==> config.mk <==
export PLATFORM = sky130hd
export DESIGN_NAME = multiplier_decomposable_pipe
export DESIGN_NICKNAME = d
export VERILOG_FILES = /design/src/rtl/pe_pkg.sv /design/src/rtl/elastic_pipe_reg.sv /design/src/rtl/multiplier_decomposable_pipe.sv
export SDC_FILE = /design/constraint.sdc
export NUM_CORES = 2
export LEC_CHECK = 0
export ABC_AREA = 1
export BUFFER_PORTS_ARGS = -buffer_cell sky130_fd_sc_hd__buf_2
export CAP_MARGIN = 20
export CORE_UTILIZATION = 35
export CTS_BUF_LIST = sky130_fd_sc_hd__clkbuf_8
export DETAILED_ROUTE_END_ITERATION = 7
export GPL_TIMING_DRIVEN = 1
export PLACE_DENSITY = 0.5
export SKIP_CTS_REPAIR_TIMING = 1
export SLEW_MARGIN = 20
export SYNTH_ARGS = -nofsm -noshare
export SYNTH_HDL_FRONTEND = slang
export SYNTH_SLANG_ARGS = --single-unit
==> constraint.sdc <==
create_clock -name clk -period 10.5 [get_ports clk]
set_clock_uncertainty 0.2 [all_clocks]
set_input_delay 0 -clock clk [delete_from_list [all_inputs] [get_ports clk]]
set_output_delay 0 -clock clk [all_outputs]
set_load 0.05 [all_outputs]
==> src/rtl/pe_pkg.sv <==
// pe_pkg: shared types and constants for the posit PE datapath.
//
// Contents:
//   mul_split_t               lane-split selector for the default 4-partition multiplier
//   MUL_SPLIT_FULL/HALF/QUARTER  1, 2 or 4 independent lanes
//   precision_config_e        PE precision modes
//   mul_split_from_precision  maps a precision mode onto a multiplier split
package pe_pkg;

  // Width of the split selector for N_PARTS=4: log2(4)+2 = 4 codes -> 2 bits.
  // Wider multiplier instances size their own split port.
  localparam int MUL_SPLIT_W = 2;

  typedef logic [MUL_SPLIT_W-1:0] mul_split_t;

  localparam mul_split_t MUL_SPLIT_FULL    = 2'd0;  // one 32b x 32b lane
  localparam mul_split_t MUL_SPLIT_HALF    = 2'd1;  // two 16b x 16b lanes
  localparam mul_split_t MUL_SPLIT_QUARTER = 2'd2;  // four 8b x 8b lanes

  typedef enum logic [1:0] {
    PRECISION_CONFIG_32B = 2'd0,
    PRECISION_CONFIG_16B = 2'd1,
    PRECISION_CONFIG_8B  = 2'd2
  } precision_config_e;

  function automatic mul_split_t mul_split_from_precision(input precision_config_e cfg);
    case (cfg)
      PRECISION_CONFIG_32B: return MUL_SPLIT_FULL;
      PRECISION_CONFIG_16B: return MUL_SPLIT_HALF;
      PRECISION_CONFIG_8B:  return MUL_SPLIT_QUARTER;
      default:              return MUL_SPLIT_FULL;
    endcase
  endfunction

endpackage

==> src/rtl/elastic_pipe_reg.sv <==
// elastic_pipe_reg: one valid/ready register slice.
//
// Ports:
//   clk        clock, rising edge
//   rst_n      synchronous active-low reset (clears valid and payload)
//   in_valid   upstream beat valid
//   in_ready   slice can take a beat (empty, or emptying this cycle)
//   in_data    upstream payload
//   out_valid  slice holds a beat
//   out_ready  downstream takes the held beat this cycle
//   out_data   held payload; stable while out_valid && !out_ready
module elastic_pipe_reg #(
  parameter int PAYLOAD_W = 8
) (
  input  logic                 clk,
  input  logic                 rst_n,
  input  logic                 in_valid,
  output logic                 in_ready,
  input  logic [PAYLOAD_W-1:0] in_data,
  output logic                 out_valid,
  input  logic                 out_ready,
  output logic [PAYLOAD_W-1:0] out_data
);

  logic                 valid_q, valid_d;
  logic [PAYLOAD_W-1:0] data_q, data_d;

  // Full throughput: a full slice still accepts when its beat leaves.
  assign in_ready = !valid_q || out_ready;

  always_comb begin
    valid_d = valid_q;
    data_d  = data_q;
    if (in_ready) begin
      valid_d = in_valid;
    end
    if (in_ready && in_valid) begin
      data_d = in_data;
    end
  end

  always_ff @(posedge clk) begin
    if (!rst_n) begin
      valid_q <= 1'b0;
      data_q  <= '0;
    end else begin
      valid_q <= valid_d;
      data_q  <= data_d;
    end
  end

  assign out_valid = valid_q;
  assign out_data  = data_q;

endmodule

==> src/rtl/multiplier_decomposable_pipe.sv <==
// multiplier_decomposable_pipe: pipelined unsigned multiplier whose operands
// split into 2^split independent lanes.
//
// Ports:
//   clk, rst_n            clock; synchronous active-low reset
//   in_valid/in_ready     operand handshake
//   in0, in1              operands, lane k at [k*LW +: LW], LW = TOTAL_LEN>>split
//   in_split              log2(lane count); > log2(N_PARTS) flags an error
//   in_tag                sideband returned with the result
//   out_valid/out_ready   result handshake
//   out_prod              lane k product at [k*2*LW +: 2*LW]
//   out_split, out_tag    split and tag of the result beat
//   out_err               result beat carried an illegal split (out_prod = 0)
//
// Pipeline contents by PIPE_STAGES:
//   3: gated operands | partial products | lane products
//   2: partial products | lane products
//   1: lane products
module multiplier_decomposable_pipe
  import pe_pkg::*;
#(
  parameter int EACH_PART_LEN = 8,
  parameter int N_PARTS       = 4,
  parameter int PIPE_STAGES   = 2,
  parameter int TAG_W         = 4,
  localparam int TOTAL_LEN    = EACH_PART_LEN * N_PARTS,
  localparam int LOG2N        = $clog2(N_PARTS),
  localparam int SPLIT_W      = $clog2(LOG2N + 2)
) (
  input  logic                   clk,
  input  logic                   rst_n,
  input  logic                   in_valid,
  output logic                   in_ready,
  input  logic [TOTAL_LEN-1:0]   in0,
  input  logic [TOTAL_LEN-1:0]   in1,
  input  logic [SPLIT_W-1:0]     in_split,
  input  logic [TAG_W-1:0]       in_tag,
  output logic                   out_valid,
  input  logic                   out_ready,
  output logic [2*TOTAL_LEN-1:0] out_prod,
  output logic [SPLIT_W-1:0]     out_split,
  output logic [TAG_W-1:0]       out_tag,
  output logic                   out_err
);

  localparam int PP_W     = 2 * EACH_PART_LEN;
  localparam int N_PP     = N_PARTS * N_PARTS;
  localparam int PP_ALL_W = N_PP * PP_W;
  localparam int PROD_W   = 2 * TOTAL_LEN;
  localparam int META_W   = TAG_W + SPLIT_W + 1;   // {tag, split, err}

  // Partitions i and j feed the same lane when i/PPL == j/PPL, PPL = 2^(LOG2N-split).
  function automatic logic same_lane(input int i, input int j, input logic [SPLIT_W-1:0] sp);
    int sh;
    if (sp > SPLIT_W'(LOG2N)) begin
      return 1'b0;
    end
    sh = LOG2N - int'(sp);
    return (i >> sh) == (j >> sh);
  endfunction

  // ---------------------------------------------------------------------------
  // Input side: illegal splits travel with zeroed operands so the product is 0.
  // ---------------------------------------------------------------------------
  logic                 in_err;
  logic [TOTAL_LEN-1:0] in_a_g, in_b_g;
  logic [META_W-1:0]    in_meta;

  assign in_err  = in_split > SPLIT_W'(LOG2N);
  assign in_a_g  = in_err ? '0 : in0;
  assign in_b_g  = in_err ? '0 : in1;
  assign in_meta = {in_tag, in_split, in_err};

  // ---------------------------------------------------------------------------
  // Partial products, gated to zero across lane boundaries.
  // ---------------------------------------------------------------------------
  logic [TOTAL_LEN-1:0]          pp_src_a, pp_src_b;
  logic [SPLIT_W-1:0]            pp_src_split;
  logic [N_PP-1:0][PP_W-1:0]     pp_comb;

  for (genvar gi = 0; gi < N_PARTS; gi++) begin : g_pp_row
    for (genvar gj = 0; gj < N_PARTS; gj++) begin : g_pp_col
      assign pp_comb[gi*N_PARTS+gj] =
        same_lane(gi, gj, pp_src_split)
          ? (PP_W'(pp_src_a[gi*EACH_PART_LEN +: EACH_PART_LEN]) *
             PP_W'(pp_src_b[gj*EACH_PART_LEN +: EACH_PART_LEN]))
          : '0;
    end
  end

  // ---------------------------------------------------------------------------
  // Lane reduction. A term's in-lane offset (i+j-2*k*PPL)*EACH_PART_LEN plus
  // the lane base k*2*LW is simply (i+j)*EACH_PART_LEN, so every surviving
  // term can be placed at its absolute position and all terms summed in one
  // adder tree. Each lane total fits its 2*LW field exactly, so no carry ever
  // reaches the next lane and the split does not enter the reduction.
  // ---------------------------------------------------------------------------
  logic [N_PP-1:0][PP_W-1:0]   red_src_pp;
  logic [N_PP-1:0][PROD_W-1:0] red_term;
  logic [PROD_W-1:0]           prod_comb;

  for (genvar gi = 0; gi < N_PARTS; gi++) begin : g_red_row
    for (genvar gj = 0; gj < N_PARTS; gj++) begin : g_red_col
      assign red_term[gi*N_PARTS+gj] =
        PROD_W'(red_src_pp[gi*N_PARTS+gj]) << ((gi + gj) * EACH_PART_LEN);
    end
  end

  always_comb begin
    prod_comb = '0;
    for (int k = 0; k < N_PP; k++) begin
      prod_comb = prod_comb + red_term[k];
    end
  end

  // ---------------------------------------------------------------------------
  // Stage registers.
  // ---------------------------------------------------------------------------
  logic                     first_ready;
  logic                     last_valid;
  logic [META_W+PROD_W-1:0] last_data;

  if (PIPE_STAGES == 1) begin : g_one
    assign pp_src_a     = in_a_g;
    assign pp_src_b     = in_b_g;
    assign pp_src_split = in_split;
    assign red_src_pp   = pp_comb;

    elastic_pipe_reg #(.PAYLOAD_W(META_W + PROD_W)) u_st_prod (
      .clk       (clk),
      .rst_n     (rst_n),
      .in_valid  (in_valid),
      .in_ready  (first_ready),
      .in_data   ({in_meta, prod_comb}),
      .out_valid (last_valid),
      .out_ready (out_ready),
      .out_data  (last_data)
    );
  end else if (PIPE_STAGES == 2) begin : g_two
    logic                       pp_valid, prod_ready;
    logic [META_W+PP_ALL_W-1:0] pp_data;

    assign pp_src_a     = in_a_g;
    assign pp_src_b     = in_b_g;
    assign pp_src_split = in_split;
    assign red_src_pp   = pp_data[PP_ALL_W-1:0];

    elastic_pipe_reg #(.PAYLOAD_W(META_W + PP_ALL_W)) u_st_pp (
      .clk       (clk),
      .rst_n     (rst_n),
      .in_valid  (in_valid),
      .in_ready  (first_ready),
      .in_data   ({in_meta, pp_comb}),
      .out_valid (pp_valid),
      .out_ready (prod_ready),
      .out_data  (pp_data)
    );

    elastic_pipe_reg #(.PAYLOAD_W(META_W + PROD_W)) u_st_prod (
      .clk       (clk),
      .rst_n     (rst_n),
      .in_valid  (pp_valid),
      .in_ready  (prod_ready),
      .in_data   ({pp_data[META_W+PP_ALL_W-1 -: META_W], prod_comb}),
      .out_valid (last_valid),
      .out_ready (out_ready),
      .out_data  (last_data)
    );
  end else begin : g_three
    logic                          op_valid, pp_ready, pp_valid, prod_ready;
    logic [META_W+2*TOTAL_LEN-1:0] op_data;
    logic [META_W+PP_ALL_W-1:0]    pp_data;

    assign pp_src_a     = op_data[2*TOTAL_LEN-1:TOTAL_LEN];
    assign pp_src_b     = op_data[TOTAL_LEN-1:0];
    assign pp_src_split = op_data[2*TOTAL_LEN+1 +: SPLIT_W];
    assign red_src_pp   = pp_data[PP_ALL_W-1:0];

    elastic_pipe_reg #(.PAYLOAD_W(META_W + 2*TOTAL_LEN)) u_st_op (
      .clk       (clk),
      .rst_n     (rst_n),
      .in_valid  (in_valid),
      .in_ready  (first_ready),
      .in_data   ({in_meta, in_a_g, in_b_g}),
      .out_valid (op_valid),
      .out_ready (pp_ready),
      .out_data  (op_data)
    );

    elastic_pipe_reg #(.PAYLOAD_W(META_W + PP_ALL_W)) u_st_pp (
      .clk       (clk),
      .rst_n     (rst_n),
      .in_valid  (op_valid),
      .in_ready  (pp_ready),
      .in_data   ({op_data[META_W+2*TOTAL_LEN-1 -: META_W], pp_comb}),
      .out_valid (pp_valid),
      .out_ready (prod_ready),
      .out_data  (pp_data)
    );

    elastic_pipe_reg #(.PAYLOAD_W(META_W + PROD_W)) u_st_prod (
      .clk       (clk),
      .rst_n     (rst_n),
      .in_valid  (pp_valid),
      .in_ready  (prod_ready),
      .in_data   ({pp_data[META_W+PP_ALL_W-1 -: META_W], prod_comb}),
      .out_valid (last_valid),
      .out_ready (out_ready),
      .out_data  (last_data)
    );
  end

  // ---------------------------------------------------------------------------
  // Outputs. in_ready is forced low while reset is asserted.
  // ---------------------------------------------------------------------------
  assign in_ready  = rst_n && first_ready;
  assign out_valid = last_valid;
  assign out_prod  = last_data[PROD_W-1:0];
  assign out_err   = last_data[PROD_W];
  assign out_split = last_data[PROD_W+1 +: SPLIT_W];
  assign out_tag   = last_data[PROD_W+1+SPLIT_W +: TAG_W];

endmodule

Word-level counts from Yosys, hierarchy flattened --
Cells that the tools add are included. W data, S select, Z words.
Word-level totals: flip-flop bits (word level) 336, input bits 74, output and inout bits 73, logic and storage cells 93
Cells by class: $add $sub $neg 16, multipliers 16, magnitude comparators 1, eq/ne operators 12, shift operators 4, multiplexer cells 33, reductions and logical operators 7
Operator list (number):
- $eq A32 B32 Y1 | 12
- $mul A8 B8 Y16 | 16
- $mux W16 | 16
- $add A60 B64 Y64 | 1
- $mux W32 | 2
- $shr A1 B32 Y32 const A | 2
- $shr A2 B32 Y32 const A | 2
- $add A59 B56 Y60 | 1
- $add A58 B48 Y59 | 1
- $add A57 B40 Y58 | 1
- $add A52 B56 Y57 | 1
- $add A51 B48 Y52 | 1
- $add A50 B40 Y51 | 1
- $add A49 B32 Y50 | 1
- $add A44 B48 Y49 | 1
- $add A43 B40 Y44 | 1
- $add A42 B32 Y43 | 1
- $add A41 B24 Y42 | 1
- $add A33 B40 Y41 | 1
- $add A25 B32 Y33 | 1
- $add A16 B24 Y25 | 1
- $mux W1 | 15
- $logic_and A1 B1 Y1 | 3
- $sub A2 B2 Y3 const A | 1
- other kinds (3) | 5

Depth between registers and ports, before layout --
depth in word-level cells 15, gate-level depth with buffers 25, mapped depth without buffers 23

Modules after synthesis --
Synthesis repeated with hierarchy kept, for this count alone.
Unflattened totals: cells, all modules 8454, area, all modules 58454.8 um^2
By module, submodules not included:
- multiplier_decomposable_pipe | times used 1, cells each 6255, area an instance 43409.1 um^2, seq. area each 0.0 um^2
- elastic_pipe_reg at g_two.u_st_pp | times used 1, cells each 1729, area an instance 11830.1 um^2, seq. area each 5285.1 um^2
- elastic_pipe_reg at g_two.u_st_prod | times used 1, cells each 470, area an instance 3215.6 um^2, seq. area each 1441.4 um^2

Least setup slack after synthesis --
Ideal clock, no wire load.
path kind input to register, from in in0[21], to reg g_two.u_st_pp.data_q[189], in the netlist g_two.u_st_pp.out_data[189], data arrival time 4.131 ns, data required time 10.168 ns, slack 6.037 ns, stages on the path 19, path buffers 1, path through clkbuf_1 -> clkinv_1 -> nor2_1 -> inv_1 -> nor2_1 -> fa_1 -> fa_1 -> fa_1 -> inv_1 -> fa_1 -> inv_1 -> ha_1 -> nand2_1 -> or2_2 -> nand3_1 -> a21oi_1 -> or2_2 -> nand3_1 -> a21oi_1
On the way: cells in the longest elaborated chain, start to end 3
RTL lines:
- start, declared | line multiplier_decomposable_pipe.sv:34 | input logic [TOTAL_LEN-1:0] in0,
- $mux W32 | line multiplier_decomposable_pipe.sv:70 | assign in_a_g = in_err ? '0 : in0;
- $mul A8 B8 Y16 | line multiplier_decomposable_pipe.sv:85 | ? (PP_W'(pp_src_a[gi*EACH_PART_LEN +: EACH_PART_LEN]) *
- $mux W16 | line multiplier_decomposable_pipe.sv:85
- end signal, assigned | line elastic_pipe_reg.sv:48 | data_q <= data_d;
- end, declared | line elastic_pipe_reg.sv:26 | logic [PAYLOAD_W-1:0] data_q, data_d;
Every way passes these cells. A chain may end at the register's enable or synchronous reset.

Worst setup path after layout --
from in in_split[1], to reg g_two.u_st_pp.data_q[63], in the netlist g_two.u_st_pp.out_data[63]
On the way: cells in the longest elaborated chain, start to end 5, elaborated cells between the ends (all ways) 11, classes of those cells 1 x add/sub; 1 x mul; 1 x order compare; 1 x eq/ne; 2 x shift; 5 x mux
RTL lines:
- start, declared | line multiplier_decomposable_pipe.sv:36 | input logic [SPLIT_W-1:0] in_split,
- parallel branches: the longest is 4 deep, another holds $mul A8 B8 Y16
- $mux W16 (*) | line multiplier_decomposable_pipe.sv:85
Every way passes the cells marked *.

==> impl_metrics.ini <==
[run_status]
outcome = finished, violations left
violations = hold timing

[power]
cellPowerDensity_nw_per_um2 = 146.6
design_power_total_mw = 8.549
leakagePower_nw = 31.47
clkPwrFrac_pct = 19.6
switchingPower_mw = 4.291
p_comb_share_pct = 62.6
p_int_mw = 4.258
seqPwrFrac_pct = 17.8
sw_frac_of_total_pct = 50.19
irDropWorstVdd_uv = 102.3

[critical_path]
crit_end = g_two.u_st_pp.out_data[63]
slowest_stage = nor2_1
arrival_ns = 6.38
cp-startpoint = in_split[1]
crit_type = primary input to register
reg2reg_from = g_two.u_st_pp.out_data[103]
r2r_slack_ns = 5.27
max_stage_delay_ns = 0.81
r2r_cells = 19
reg2reg_to = g_two.u_st_prod.out_data[32]
cp.required_ns = 10.90
worst-path-max-fanout = 22
cp-start-kind = primary input
worstSetupEndpointType = register
path_cells = dlygate4sd3_1 > buf_2 > nand2_2 > buf_4 > inv_1 > buf_4 > nor2_1 > nand2_1 > fa_1 > fa_1 > inv_1 > fa_1 > inv_1 > fa_1 > inv_1 > ha_1 > nand4_1 > o21ai_0 > nand2_1 > nand3_1 > nand2_1 > nand3_1 > a21oi_1

[die]
core_region_area_um2 = 151900
io_pins = 147
fp.dieW_um = 393.0
die_h_um = 393.0
die-area_um2 = 154400
start_util_pct = 35.22
num_rows = 143

[clock_tree]
cts_root_buf = clkbuf_8
cts_tree = yes
cts.clk_slew.worst_paths_ns = 0.06
htree_num_levels = 3
clockBufferDepth = 3
clock_sinks = 336
clkLatencyLatePin_ns = 0.79
cts_buffers = 75

[sta]
slew_headroom_pct = 29.53
tns_ns = 0
worst_pin_slew_ns = 1.053
fmax_mhz = 167.1
holdWs_ns = -0.009498
fin_crit_ns = 5.983
rsz0062_at_grt = false
drv_slew = 0
finalCritPeriodShare_pct = 56.98
setup_ws_ns = 4.517
finalHoldViolCount = 1
setup_viol = 0

[place]
place_hpwl_um = 149600
place_congestion = 0.9261
dp.cells = 9376
place_ws_ns = 4.482
portBuffers = 146

[routing]
vias_per_cell = 4.939
vias = 47170
drtIter0Drc = 3245
wl_per_cell_um = 20.17
ant_nets = 0
drt_pre_antenna_iters = 6
wirelength_um = 192600
drcViolationCount = 0

[yosys]
synth.most_common_cell = inv_1
syn_area_um2 = 53500
ys.flop_type = dfxtp_1
ys_seq_area_share_pct = 12.57
synth_warnings = 0
synth_common_cells = 1634 x inv_1, 1334 x nand2_1, 1091 x nor2_1, 721 x fa_1, 704 x ha_1
synth_top_area_share_pct = 26.98
yosys.area.top_type = fa_1
synth-edff-count = 0
syn_inst = 7388
synthTopCellsByArea = fa_1 27%, ha_1 16%, dfxtp_1 13%, inv_1 11%, nand2_1 9.4%
async_flop_share_pct = 0
synth_area_per_cell_um2 = 7.241
synth_cell_types = 40
synth_fp_nets = 8887
synth-seq-cells = 336

[grt]
grt_pass1_vias = 47247
antenna_found_initial = 17
grt_pass1_wl_um = 292900
grt_use_met3_pct = 3.725
use_met2_pct = 40.46
grt_max_degree = 153
grt.total_usage_pct = 25.41
grt_busiest_layer = met2
grt_util_met1_pct = 35.18
grt_overflow = 0

[final_layout]
drive_gt1_share_pct = 5.256
syn2layout_area_growth_pct = 8.993
nNetsFinal = 8959
final_cells = 9550

[flow_run]
maxCapViolations = 0

[worst_hold_path]
hold_class = primary input to register
power groups by stage:
| stage | Clock (mW) | Sequential, mW | Combinational (mW) |
|---|---|---|---|
| after floorplan | 0 | 1.59 | 3.70 |
| after global placement | 0 | 1.55 | 5.26 |
| after detailed placement | 0 | 1.55 | 5.27 |
| after CTS | 1.72 | 1.52 | 5.33 |
| after global routing | 1.77 | 1.54 | 6.13 |
| final | 1.67 | 1.52 | 5.36 |
logic make-up after synthesis:
| family | synth area share, % |
|---|---|
| buf+inv | 13.70 |
| compound gates | 7.992 |
| fa+ha+maj | 43.45 |
| xor+xnor | 0.8677 |
| simple gates | 21.42 |
| flops | 12.57 |
area by class of cell:
type	count	area (µm²)
Fill cell	16172	93600
Timing Repair Buffer	261	1712
Clock inverter	44	409.1
Antenna cell	5	12.51
Tap cell	2030	2540
Multi-Input combinational cell	5129	39470
Inverter	1657	6228
Clock buffer	88	1211
Sequential cell	336	6726
critical path: cells and delay by family:
kind / cells / cell delay [ns]
fa+ha+maj: 5 / 2.29
buf+inv: 8 / 1.94
simple gates: 8 / 1.55
compound gates: 2 / 0.53
layout by cell type (no fill, tap or decap), types with 4 or more instances in the layout:
master and instances:
a211oi_1 14, a21boi_0 25, a21boi_1 10, a21o_1 7, a21oi_1 496, a31oi_1 13, buf_2 146, buf_4 76
bufinv_16 7, clkbuf_8 88, clkinv_1 12, clkinv_2 12, dfxtp_1 336, diode_2 5, dlygate4sd3_1 37, fa_1 721
ha_1 704, inv_1 1650, inv_2 10, inv_6 4, nand2_1 1333, nand2_2 4, nand3_1 288, nand4_1 51
nor2_1 1090, nor3_1 59, o211ai_1 14, o21a_1 22, o21ai_0 117, o21ai_1 23, o21bai_1 38, or2_2 32
xnor2_1 16, xor2_1 37
metrics by stage:
stage | util (%) | cell area [µm²]
final | 38.38 | 58310
after CTS | 38.13 | 57920
after global placement | 37.07 | 56300
after global routing | 38.38 | 58310
after floorplan | - | 53500
after detailed placement | 37.07 | 56300
routing by layer:
layer / vias up / routed length, µm
li1: 22575 / -
met1: 22920 / 89380
met3: 285 / 11740
met4: 14 / 6608
met2: 1376 / 84800
met5: - / 94
state kept, by name (all words and copies together), names as in the netlist:
register and count:
g_two.u_st_pp.out_data 263, g_two.u_st_pp.out_valid 1, g_two.u_st_prod.out_data 71, g_two.u_st_prod.out_valid 1
worst min-delay path by stage:
stage / start / slack [ns] / cells after the start / to
after floorplan: in1[24] / -0.04 / 2 / g_two.u_st_pp.out_data[240]
after global placement: in_tag[2] / 0.07 / 3 / g_two.u_st_pp.out_data[261]
after detailed placement: in_tag[2] / 0.07 / 3 / g_two.u_st_pp.out_data[261]
after CTS: in_tag[2] / -0.77 / 3 / g_two.u_st_pp.out_data[261]
after global routing: in0[17] / 0.01 / 7 / g_two.u_st_pp.out_data[177]
final: in0[17] / -0.009 / 7 / g_two.u_st_pp.out_data[177]
(Power assumes the default switching activity.)
